**src/rtl/ghost_dir_sel_if.sv**
```systemverilog
// Signal bundle between game logic / map masks / LFSR and one ghost direction selector.
// master drives requests and masks; slave (ghost_dir_sel) returns the chosen keycode.
interface ghost_dir_sel_if;
   logic       restart;
   logic       tick;
   logic [7:0] rnd;
   logic [4:0] mapT;
   logic [4:0] mapL;
   logic [4:0] mapB;
   logic [4:0] mapR;
   logic [7:0] dir;
   logic       dir_valid;
   logic       busy;

   modport master (
      output restart, tick, rnd, mapT, mapL, mapB, mapR,
      input  dir, dir_valid, busy
   );

   modport slave (
      input  restart, tick, rnd, mapT, mapL, mapB, mapR,
      output dir, dir_valid, busy
   );
endinterface

```
**src/rtl/ghost_dir_sel.sv**
```systemverilog
// Ghost direction selector: random re-pick on tick or wall-hit, retrying until an open direction.
// Optional macro GHOST_NO_REVERSE_EN forbids reversing unless it is the only way out (FALLBACK state).
module ghost_dir_sel #(
   parameter int unsigned MIN_HOLD_TICKS = 2,
   parameter logic [7:0]  KEY_W          = 8'h1A,
   parameter logic [7:0]  KEY_A          = 8'h04,
   parameter logic [7:0]  KEY_S          = 8'h16,
   parameter logic [7:0]  KEY_D          = 8'h07
) (
   input logic            Clk,
   input logic            Reset_n,
   ghost_dir_sel_if.slave bus
);

   typedef enum logic [2:0] {
      IDLE,
      SAMPLE,
      CHECK,
      COMMIT
`ifdef GHOST_NO_REVERSE_EN
      , FALLBACK
`endif
   } state_t;

   state_t     state, state_nxt;
   logic [1:0] cand, cand_nxt;
   logic [1:0] tries, tries_nxt;
   logic [1:0] commit_idx, commit_idx_nxt;
   logic       commit_stop, commit_stop_nxt;

   logic [3:0] hold_cnt;
   logic       pending;
   logic [1:0] cur_idx;
   logic [7:0] dir_reg;
   logic       dir_valid_reg;
   logic       busy_reg;

   logic [3:0] blocked;
   logic [3:0] eligible;
   logic       dir_live;
   logic       hold_ok;
   logic       trigger;
   logic       unused_rnd;

   assign unused_rnd = ^bus.rnd[7:2];

   function automatic logic [7:0] key_of(input logic [1:0] idx);
      case (idx)
         2'd0:    key_of = KEY_W;
         2'd1:    key_of = KEY_A;
         2'd2:    key_of = KEY_S;
         default: key_of = KEY_D;
      endcase
   endfunction

   // Index order W, A, S, D matches masks T, L, B, R
   assign blocked  = {|bus.mapR, |bus.mapB, |bus.mapL, |bus.mapT};
   assign dir_live = (dir_reg != 8'h00);
   assign hold_ok  = (({1'b0, hold_cnt} + 5'd1) >= 5'(MIN_HOLD_TICKS));
   assign trigger  = pending
                   | (bus.tick && (!dir_live || hold_ok))
                   | (dir_live && blocked[cur_idx]);

`ifdef GHOST_NO_REVERSE_EN
   logic [1:0] rev_idx;
   logic [3:0] rev_mask;

   assign rev_idx = cur_idx + 2'd2;

   // While moving, turning straight back is masked out of the normal search
   always_comb begin
      rev_mask = 4'b0000;
      if (dir_live)
         rev_mask[rev_idx] = 1'b1;
   end

   assign eligible = ~blocked & ~rev_mask;
`else
   assign eligible = ~blocked;
`endif

   // Next-state and candidate search; one candidate is examined per CHECK cycle
   always_comb begin
      state_nxt       = state;
      cand_nxt        = cand;
      tries_nxt       = tries;
      commit_idx_nxt  = commit_idx;
      commit_stop_nxt = commit_stop;
      case (state)
         IDLE: begin
            if (trigger)
               state_nxt = SAMPLE;
         end
         SAMPLE: begin
            cand_nxt  = bus.rnd[1:0];
            tries_nxt = 2'd0;
            state_nxt = CHECK;
         end
         CHECK: begin
            if (eligible[cand]) begin
               commit_idx_nxt  = cand;
               commit_stop_nxt = 1'b0;
               state_nxt       = COMMIT;
            end else if (tries == 2'd3) begin
`ifdef GHOST_NO_REVERSE_EN
               if (dir_live) begin
                  state_nxt = FALLBACK;
               end else begin
                  commit_stop_nxt = 1'b1;
                  state_nxt       = COMMIT;
               end
`else
               commit_stop_nxt = 1'b1;
               state_nxt       = COMMIT;
`endif
            end else begin
               cand_nxt  = cand + 2'd1;
               tries_nxt = tries + 2'd1;
            end
         end
`ifdef GHOST_NO_REVERSE_EN
         FALLBACK: begin
            if (!blocked[rev_idx]) begin
               commit_idx_nxt  = rev_idx;
               commit_stop_nxt = 1'b0;
            end else begin
               commit_stop_nxt = 1'b1;
            end
            state_nxt = COMMIT;
         end
`endif
         COMMIT: begin
            state_nxt = IDLE;
         end
         default: begin
            state_nxt = IDLE;
         end
      endcase
   end

   // FSM state and search registers; restart acts like a clocked reset
   always_ff @(posedge Clk or negedge Reset_n) begin
      if (!Reset_n) begin
         state       <= IDLE;
         cand        <= 2'd0;
         tries       <= 2'd0;
         commit_idx  <= 2'd0;
         commit_stop <= 1'b0;
      end else if (bus.restart) begin
         state       <= IDLE;
         cand        <= 2'd0;
         tries       <= 2'd0;
         commit_idx  <= 2'd0;
         commit_stop <= 1'b0;
      end else begin
         state       <= state_nxt;
         cand        <= cand_nxt;
         tries       <= tries_nxt;
         commit_idx  <= commit_idx_nxt;
         commit_stop <= commit_stop_nxt;
      end
   end

   // Hold counter, pending tick, committed heading and registered outputs
   always_ff @(posedge Clk or negedge Reset_n) begin
      if (!Reset_n) begin
         hold_cnt      <= 4'd0;
         pending       <= 1'b0;
         cur_idx       <= 2'd0;
         dir_reg       <= 8'h00;
         dir_valid_reg <= 1'b0;
         busy_reg      <= 1'b0;
      end else if (bus.restart) begin
         hold_cnt      <= 4'd0;
         pending       <= 1'b0;
         cur_idx       <= 2'd0;
         dir_reg       <= 8'h00;
         dir_valid_reg <= 1'b0;
         busy_reg      <= 1'b0;
      end else begin
         dir_valid_reg <= 1'b0;
         busy_reg      <= (state_nxt != IDLE);
         if (state == IDLE) begin
            pending <= 1'b0;
            if (bus.tick && (hold_cnt < 4'(MIN_HOLD_TICKS)))
               hold_cnt <= hold_cnt + 4'd1;
         end else if (bus.tick) begin
            pending <= 1'b1;
         end
         if (state == COMMIT) begin
            dir_valid_reg <= 1'b1;
            hold_cnt      <= 4'd0;
            if (commit_stop) begin
               dir_reg <= 8'h00;
            end else begin
               dir_reg <= key_of(commit_idx);
               cur_idx <= commit_idx;
            end
         end
      end
   end

   assign bus.dir       = dir_reg;
   assign bus.dir_valid = dir_valid_reg;
   assign bus.busy      = busy_reg;

endmodule

```
**src/flat_wrapper.sv**
```systemverilog
// flat-port wrapper written by rule: the top's interface ports become plain ports
module ghost_dir_sel_flat 
#(
   parameter int unsigned MIN_HOLD_TICKS = 2,
   parameter logic [7:0]  KEY_W          = 8'h1A,
   parameter logic [7:0]  KEY_A          = 8'h04,
   parameter logic [7:0]  KEY_S          = 8'h16,
   parameter logic [7:0]  KEY_D          = 8'h07
)
  (Clk, Reset_n, bus_restart, bus_tick, bus_rnd, bus_mapT, bus_mapL, bus_mapB, bus_mapR, bus_dir, bus_dir_valid, bus_busy);
  ghost_dir_sel_if bus_i ();
  input logic Clk;
  input logic Reset_n;
  input wire logic [$bits(bus_i.restart)-1:0] bus_restart;
  input wire logic [$bits(bus_i.tick)-1:0] bus_tick;
  input wire logic [$bits(bus_i.rnd)-1:0] bus_rnd;
  input wire logic [$bits(bus_i.mapT)-1:0] bus_mapT;
  input wire logic [$bits(bus_i.mapL)-1:0] bus_mapL;
  input wire logic [$bits(bus_i.mapB)-1:0] bus_mapB;
  input wire logic [$bits(bus_i.mapR)-1:0] bus_mapR;
  output wire logic [$bits(bus_i.dir)-1:0] bus_dir;
  output wire logic [$bits(bus_i.dir_valid)-1:0] bus_dir_valid;
  output wire logic [$bits(bus_i.busy)-1:0] bus_busy;
  assign bus_i.restart = bus_restart;
  assign bus_i.tick = bus_tick;
  assign bus_i.rnd = bus_rnd;
  assign bus_i.mapT = bus_mapT;
  assign bus_i.mapL = bus_mapL;
  assign bus_i.mapB = bus_mapB;
  assign bus_i.mapR = bus_mapR;
  assign bus_dir = bus_i.dir;
  assign bus_dir_valid = bus_i.dir_valid;
  assign bus_busy = bus_i.busy;
  ghost_dir_sel #(.MIN_HOLD_TICKS(MIN_HOLD_TICKS), .KEY_W(KEY_W), .KEY_A(KEY_A), .KEY_S(KEY_S), .KEY_D(KEY_D)) u_core (.Clk(Clk), .Reset_n(Reset_n), .bus(bus_i));
endmodule
```
**config.mk**
```make
export PLATFORM = sky130hd
export DESIGN_NAME = ghost_dir_sel_flat
export DESIGN_NICKNAME = d
export VERILOG_FILES = /design/src/rtl/ghost_dir_sel_if.sv /design/src/rtl/ghost_dir_sel.sv /design/src/flat_wrapper.sv
export SDC_FILE = /design/constraint.sdc
export NUM_CORES = 1
export LEC_CHECK = 0
export BUFFER_PORTS_ARGS = -buffer_cell sky130_fd_sc_hd__buf_2
export CORE_MARGIN = 2
export CORE_UTILIZATION = 30
export CTS_BUF_LIST = sky130_fd_sc_hd__clkbuf_4 sky130_fd_sc_hd__clkbuf_8 sky130_fd_sc_hd__clkbuf_16
export DETAILED_ROUTE_END_ITERATION = 8
export HOLD_SLACK_MARGIN = 0.08
export PLACE_DENSITY = 0.51
export SYNTH_ARGS = -nofsm -noshare
export SYNTH_HDL_FRONTEND = slang
export SYNTH_SLANG_ARGS = --single-unit
```
**constraint.sdc**
```tcl
create_clock -name Clk -period 2.69 [get_ports Clk]
set_clock_uncertainty 0.2 [all_clocks]
set_input_delay 0.4035 -clock Clk [delete_from_list [all_inputs] [get_ports Clk]]
set_output_delay 0.4035 -clock Clk [all_outputs]
set_load 0.05 [all_outputs]
```
# --- Word-level counts from Yosys, hierarchy flattened ---
# Cells that the tools add are included.
word_totals:
  output_inout_bits: 10
  inputBits: 32
  elab_cells: 98
  register_bits: 27
classes:
  addsub: 4
  n_lt_le_gt_ge: 4
  n_bitwise: 3
  n_eq_ne: 9
  reduce_logical: 26
  mux: 41
ops:
  columns: ["cell", "count"]
  rows:
  - ["2-bit 2-to-1 mux", 12]
  - ["8-bit 2-to-1 mux", 3]
  - ["5-bit OR reduction", 4]
  - ["3-bit nonzero test", 6]
  - ["4-bit 2-to-1 mux", 4]
  - ["5-bit one-hot mux with 3 select lines", 1]
  - ["1-bit 2-to-1 mux", 12]
  - ["3-bit 2-to-1 mux", 4]
  - ["3-bit one-hot mux with 3 select lines", 1]
  - ["2-bit one-hot mux with 2 select lines", 2]
  - ["2-bit AND reduction", 4]
  - ["8-bit nonzero test", 1]
  - ["3-bit by 2-bit equality test with 1-bit output, second input constant", 2]
  - ["2-bit by 3-bit less-than comparator with 1-bit output, second input constant", 2]
  - ["3-bit != test, second input constant", 2]
  - ["2-bit nonzero test", 3]
  - ["4-bit by 1-bit adder with 5-bit output, second input constant", 1]
  - ["5-bit by 2-bit greater-or-equal comparator with 1-bit output, second input constant", 1]
  - ["2-bit by 1-bit adder with 2-bit output, second input constant", 2]
  - ["4-bit by 1-bit adder with 4-bit output, second input constant", 1]
  - ["1-bit binary-select mux with 2-bit select", 2]
  - ["2-bit equality test, second input constant", 2]
  - ["4-bit by 2-bit less-than comparator with 1-bit output, second input constant", 1]
  - ["4-bit inverter", 1]
  - ["other kinds (10)", 13]

# --- Depth between registers and ports, before layout ---
depth:
  word_depth: 10
  mapped_depth: 7
  ltp_nobuf: 7

# --- Worst setup path before layout ---
# No wires, ideal clock.
synth_path:
  kind: "in2reg"
  start: "in bus_mapR[1]"
  end: "reg u_core.tries[1]"
  t_required_ns: 2.403
  setup_time_ns: 0.087
  n_path_buf: 0
  cell_stages: 5
  slack_ns: 0.668
  arrival_ns: 1.735
  cell_sequence: "or4_4 nor3_2 nor3_2 or3_4 o211ai_1"
synth_between:
  elab_chain_len: 6
synth_rtl:
  columns: ["element", "line_no", "text"]
  rows:
  - ["start: declaration", "flat_wrapper.sv:20", "input wire logic [$bits(bus_i.mapR)-1:0] bus_mapR;"]
  - ["5-bit OR reduction", "ghost_dir_sel.sv:57", "assign blocked = {|bus.mapR, |bus.mapB, |bus.mapL, |bus.mapT};"]
  - ["4-bit inverter", "ghost_dir_sel.sv:79", "assign eligible = ~blocked;"]
  - ["1-bit binary-select mux with 2-bit select", "ghost_dir_sel.sv:100", "if (eligible[cand]) begin"]
  - ["1-bit 2-to-1 mux (implied by the code)", "ghost_dir_sel.sv:100", null]
  - ["3-bit != test (no source line)", null, null]
  - ["3-bit AND reduction (no source line)", null, null]
  - ["end signal: assignment", "ghost_dir_sel.sv:158", "tries <= tries_nxt;"]
  - ["end: declaration", "ghost_dir_sel.sv:27", "logic [1:0] tries, tries_nxt;"]
# No other way between the ends. The select of a mux whose other input is x is not followed.
# A chain may end at the register's enable or synchronous reset.

# --- Worst setup path after layout ---
layout_path:
  start: "reg u_core.hold_cnt[0]"
  end: "reg u_core.state[0]"
layout_between:
  elab_chain_len: 9
layout_rtl:
  columns: ["element", "line_no", "text"]
  rows:
  - ["start: declaration", "ghost_dir_sel.sv:31", "logic [3:0] hold_cnt;"]
  - ["start signal: assignment", "ghost_dir_sel.sv:186", "hold_cnt <= hold_cnt + 4'd1;"]
  - ["4-bit by 1-bit adder with 5-bit output", "ghost_dir_sel.sv:59", "assign hold_ok = (({1'b0, hold_cnt} + 5'd1) >= 5'(MIN_HOLD_TICKS));"]
  - ["5-bit by 2-bit greater-or-equal comparator with 1-bit output", "ghost_dir_sel.sv:59", null]
  - ["1-bit logical OR", "ghost_dir_sel.sv:61", "| (bus.tick && (!dir_live || hold_ok))"]
  - ["1-bit logical AND", "ghost_dir_sel.sv:61", null]
  - ["1-bit OR", "ghost_dir_sel.sv:61", null]
  - ["1-bit OR", "ghost_dir_sel.sv:62", "| (dir_live && blocked[cur_idx]);"]
  - ["3-bit 2-to-1 mux", "ghost_dir_sel.sv:91", "if (trigger)"]
  - ["3-bit one-hot mux with 3 select lines", "ghost_dir_sel.sv:89", "case (state)"]
  - ["3-bit 2-to-1 mux", "ghost_dir_sel.sv:149", "end else if (bus.restart) begin"]
  - ["end signal: assignment", "ghost_dir_sel.sv:156", "state <= state_nxt;"]
  - ["end: declaration", "ghost_dir_sel.sv:25", "state_t state, state_nxt;"]
# No other way between the ends.

==> impl_metrics.yaml <==
outcome:
  status: "finished, final reports clean"
cts:
  cts_inserted_buffers: 3
  cts.sinks: 24
  cts_buffer_depth: 2
  cts_hold_buf: 1
  cts_tree: "yes"
  root_buffer: "clkbuf_8"
  post_cts_buffers: 0
  htreeDepth: 1
  cts.clk_slew.worst_paths_ns: 0.08
  cts_resized: 0
  clock_latency_ns: 0.26
final_layout:
  syn_to_final_growth_pct: 18.9
  layout-drive-gt1-share_pct: 28.7
  largest_reg_flops: 5
  nNetsFinal: 211
  design_area_mm2: 0.00160
  final_util_pct: 37.0
  n_antenna_cell: 0
setup_path:
  critPathLaunchType: "flip-flop"
  cp_data_required_time_ns: 2.64
  crit_chain: "ha_1 > xor2_1 > or4_1 > nor3_1 > o22a_1 > o21ai_0"
  arrival_ns: 1.96
  critPathTopFamily: "simple AND/OR/NAND/NOR gates"
  path_max_fanout: 5
  criticalPathCategory: "reg2reg"
  slowest_delay_ns: 0.45
  path_buf_inv: 0
  reg2reg_slack_ns: 0.68
  slowest_stage: "dfrtp_1"
  crit_path_end_kind: "flip-flop"
sta:
  post-route-period-util_pct: 74.9
  fin_setup_tns_ns: 0
  fin_crit_ns: 2.01
  rsz0062_at_grt: "no"
  worst_slew_pin_slew_ns: 0.761
  max_freq_mhz: 497
  setup_violations: 0
  hold_viol: 0
  drv_slew: 0
  whs_ns: 0.284
  max_slew_margin_pct: 48.8
placed_design:
  gp_congestion: 0.770
  io_buffers: 32
  hpwl_um: 2410
  dpl_cell_area_mm2: 0.00155
yosys:
  yosys.cell_count.top_type: "dfrtp_1"
  ys_seq_area_share_pct: 44.7
  syn_inst: 141
  synthTopCellsByArea: "dfrtp_1, nor2_1, nor3_1, ha_1, nand2_1"
  ys.flop_type: "dfrtp_1"
  synth_common_cells: "dfrtp_1, nor2_1, nor3_1"
  syn_area_mm2: 0.00135
  synth_edf_count: 0
  yosysWarnings: 0
  synth_cell_types: 42
  synth_seq_cells: 24
  synth_area_per_cell_um2: 9.54
  async_flop_share_pct: 100
  yosysTopAreaCell: "dfrtp_1"
  synth_top_area_share_pct: 44.7
power:
  p_per_area_mw_per_mm2: 436
  combPwrFrac_pct: 15.2
  p_sw_uw: 184
  ir_drop_v: 0.000170
  pwr-share-clk_pct: 29.7
  p_leak_nw: 0.734
  power_frac_seq_pct: 55.1
  switching_share_pct: 26.4
  intPower_uw: 513
detailed_routing:
  drt_first_pass_iters: 4
  ant_nets: 0
  vias: 1127
  avgRoutedWirePerCell_um: 13.3
  dr.first_iter.drc_count: 31
  vias_per_cell: 4.99
  route.detailed.drc: 0
  routed_wl_um: 3000
global_routing:
  grt_max_degree: 25
  grt_first_pass_wirelength_um: 5220
  grt_overflow: 0
  grt_usage_pct: 12.8
  antenna_found_initial: 0
  grt_pass1_vias: 1166
floorplan:
  core_area_mm2: 0.00432
  die_w_um: 71.0
  dieArea_mm2: 0.00504
  ioPinCount: 42
  row_count: 24
  die_h_um: 71.0
  initial_utilization_pct: 31.1
worst_hold_path:
  min_path_type: "in2reg"
flow_run:
  maxCapViolCount: 0
## placed cells by master (no fill, tap or decap), drive strengths merged, types with 2 or more instances in the layout
master / instances
mux2i: 2
or2b: 3
a21oi: 6
o21ai: 6
nor2: 18
nand2: 9
inv: 6
nor2b: 3
or3: 4
buf: 32
o21ba: 2
clkbuf: 3
nor3: 15
xnor2: 2
conb: 4
or4: 6
o211ai: 4
a31oi: 2
dfrtp: 24
ha: 3
nor4: 2
## per-layer routing
layer / track usage, % / wire length [um] / part of all wire (%)
met2: 22.5 / 1460 / 49
met4: 3.77 / 17 / 0.57
met1: 16.3 / 1390 / 46
met3: 1.99 / 137 / 4.6
met5: 0 / 0 / 0
## per-stage QoR
stage	cells	setup WS [ns]	power [mW]
final	226	0.676	0.697
after detailed placement	222	0.421	0.498
after CTS	226	0.653	0.704
after global placement	222	0.453	0.494
after floorplan	144	0.668	0.460
after global routing	226	0.549	0.734
## worst paths after layout
check                                                from                       endpoint  depth (start not counted)
max in group asynchronous                         Reset_n  u_core.bus.dir[0]$_DFFE_PN0P_                          2
min in group asynchronous                         Reset_n     u_core.cand[1]$_DFFE_PN0P_                          2
min reg2reg                 u_core.bus.dir[2]$_DFFE_PN0P_  u_core.bus.dir[2]$_DFFE_PN0P_                          2
max                        u_core.hold_cnt[0]$_DFFE_PN0P_      u_core.state[0]$_DFF_PN0_                          6
min                                              bus_tick     u_core.pending$_DFFE_PN0P_                          3
max reg2reg                u_core.hold_cnt[0]$_DFFE_PN0P_      u_core.state[0]$_DFF_PN0_                          6
## layout make-up
| cell class | count | area [um^2] |
|---|---|---|
| fillers | 458 | 2730 |
| multi-input cells | 108 | 699 |
| flip-flops and latches | 24 | 601 |
| repair buffers | 33 | 170 |
| well taps | 52 | 65.1 |
| clock buffers | 3 | 41.3 |
| inverters | 6 | 22.5 |
## worst min-delay path, stage by stage
cell and delay [ns]:
buf_2 0.09, nor2_1 0.05, nor3_1 0.15
## logic make-up after synthesis
kind of cell	after synthesis	share of synthesized area (%)
AOI/OAI and AO/OA	28	14.5
xor gates and xnor gates	3	1.95
adders and majority gates	3	2.79
buffers and inverters	12	4.19
DFF	24	44.7
muxes	3	3.16
other	1	0.279
and+or+nand+nor	67	28.5
## power by group through the flow
| stage | sequential (mW) | clock, mW | combinational, mW |
|---|---|---|---|
| 3_3_place_gp | 0.391 | 0 | 0.103 |
| 2_1_floorplan | 0.390 | 0 | 0.0691 |
| 4_1_cts | 0.384 | 0.212 | 0.108 |
| 3_5_place_dp | 0.392 | 0 | 0.106 |
| 6_report | 0.384 | 0.207 | 0.106 |
| 5_1_grt | 0.387 | 0.229 | 0.118 |
No activity file was read; power rests on OpenSTA's default activity.
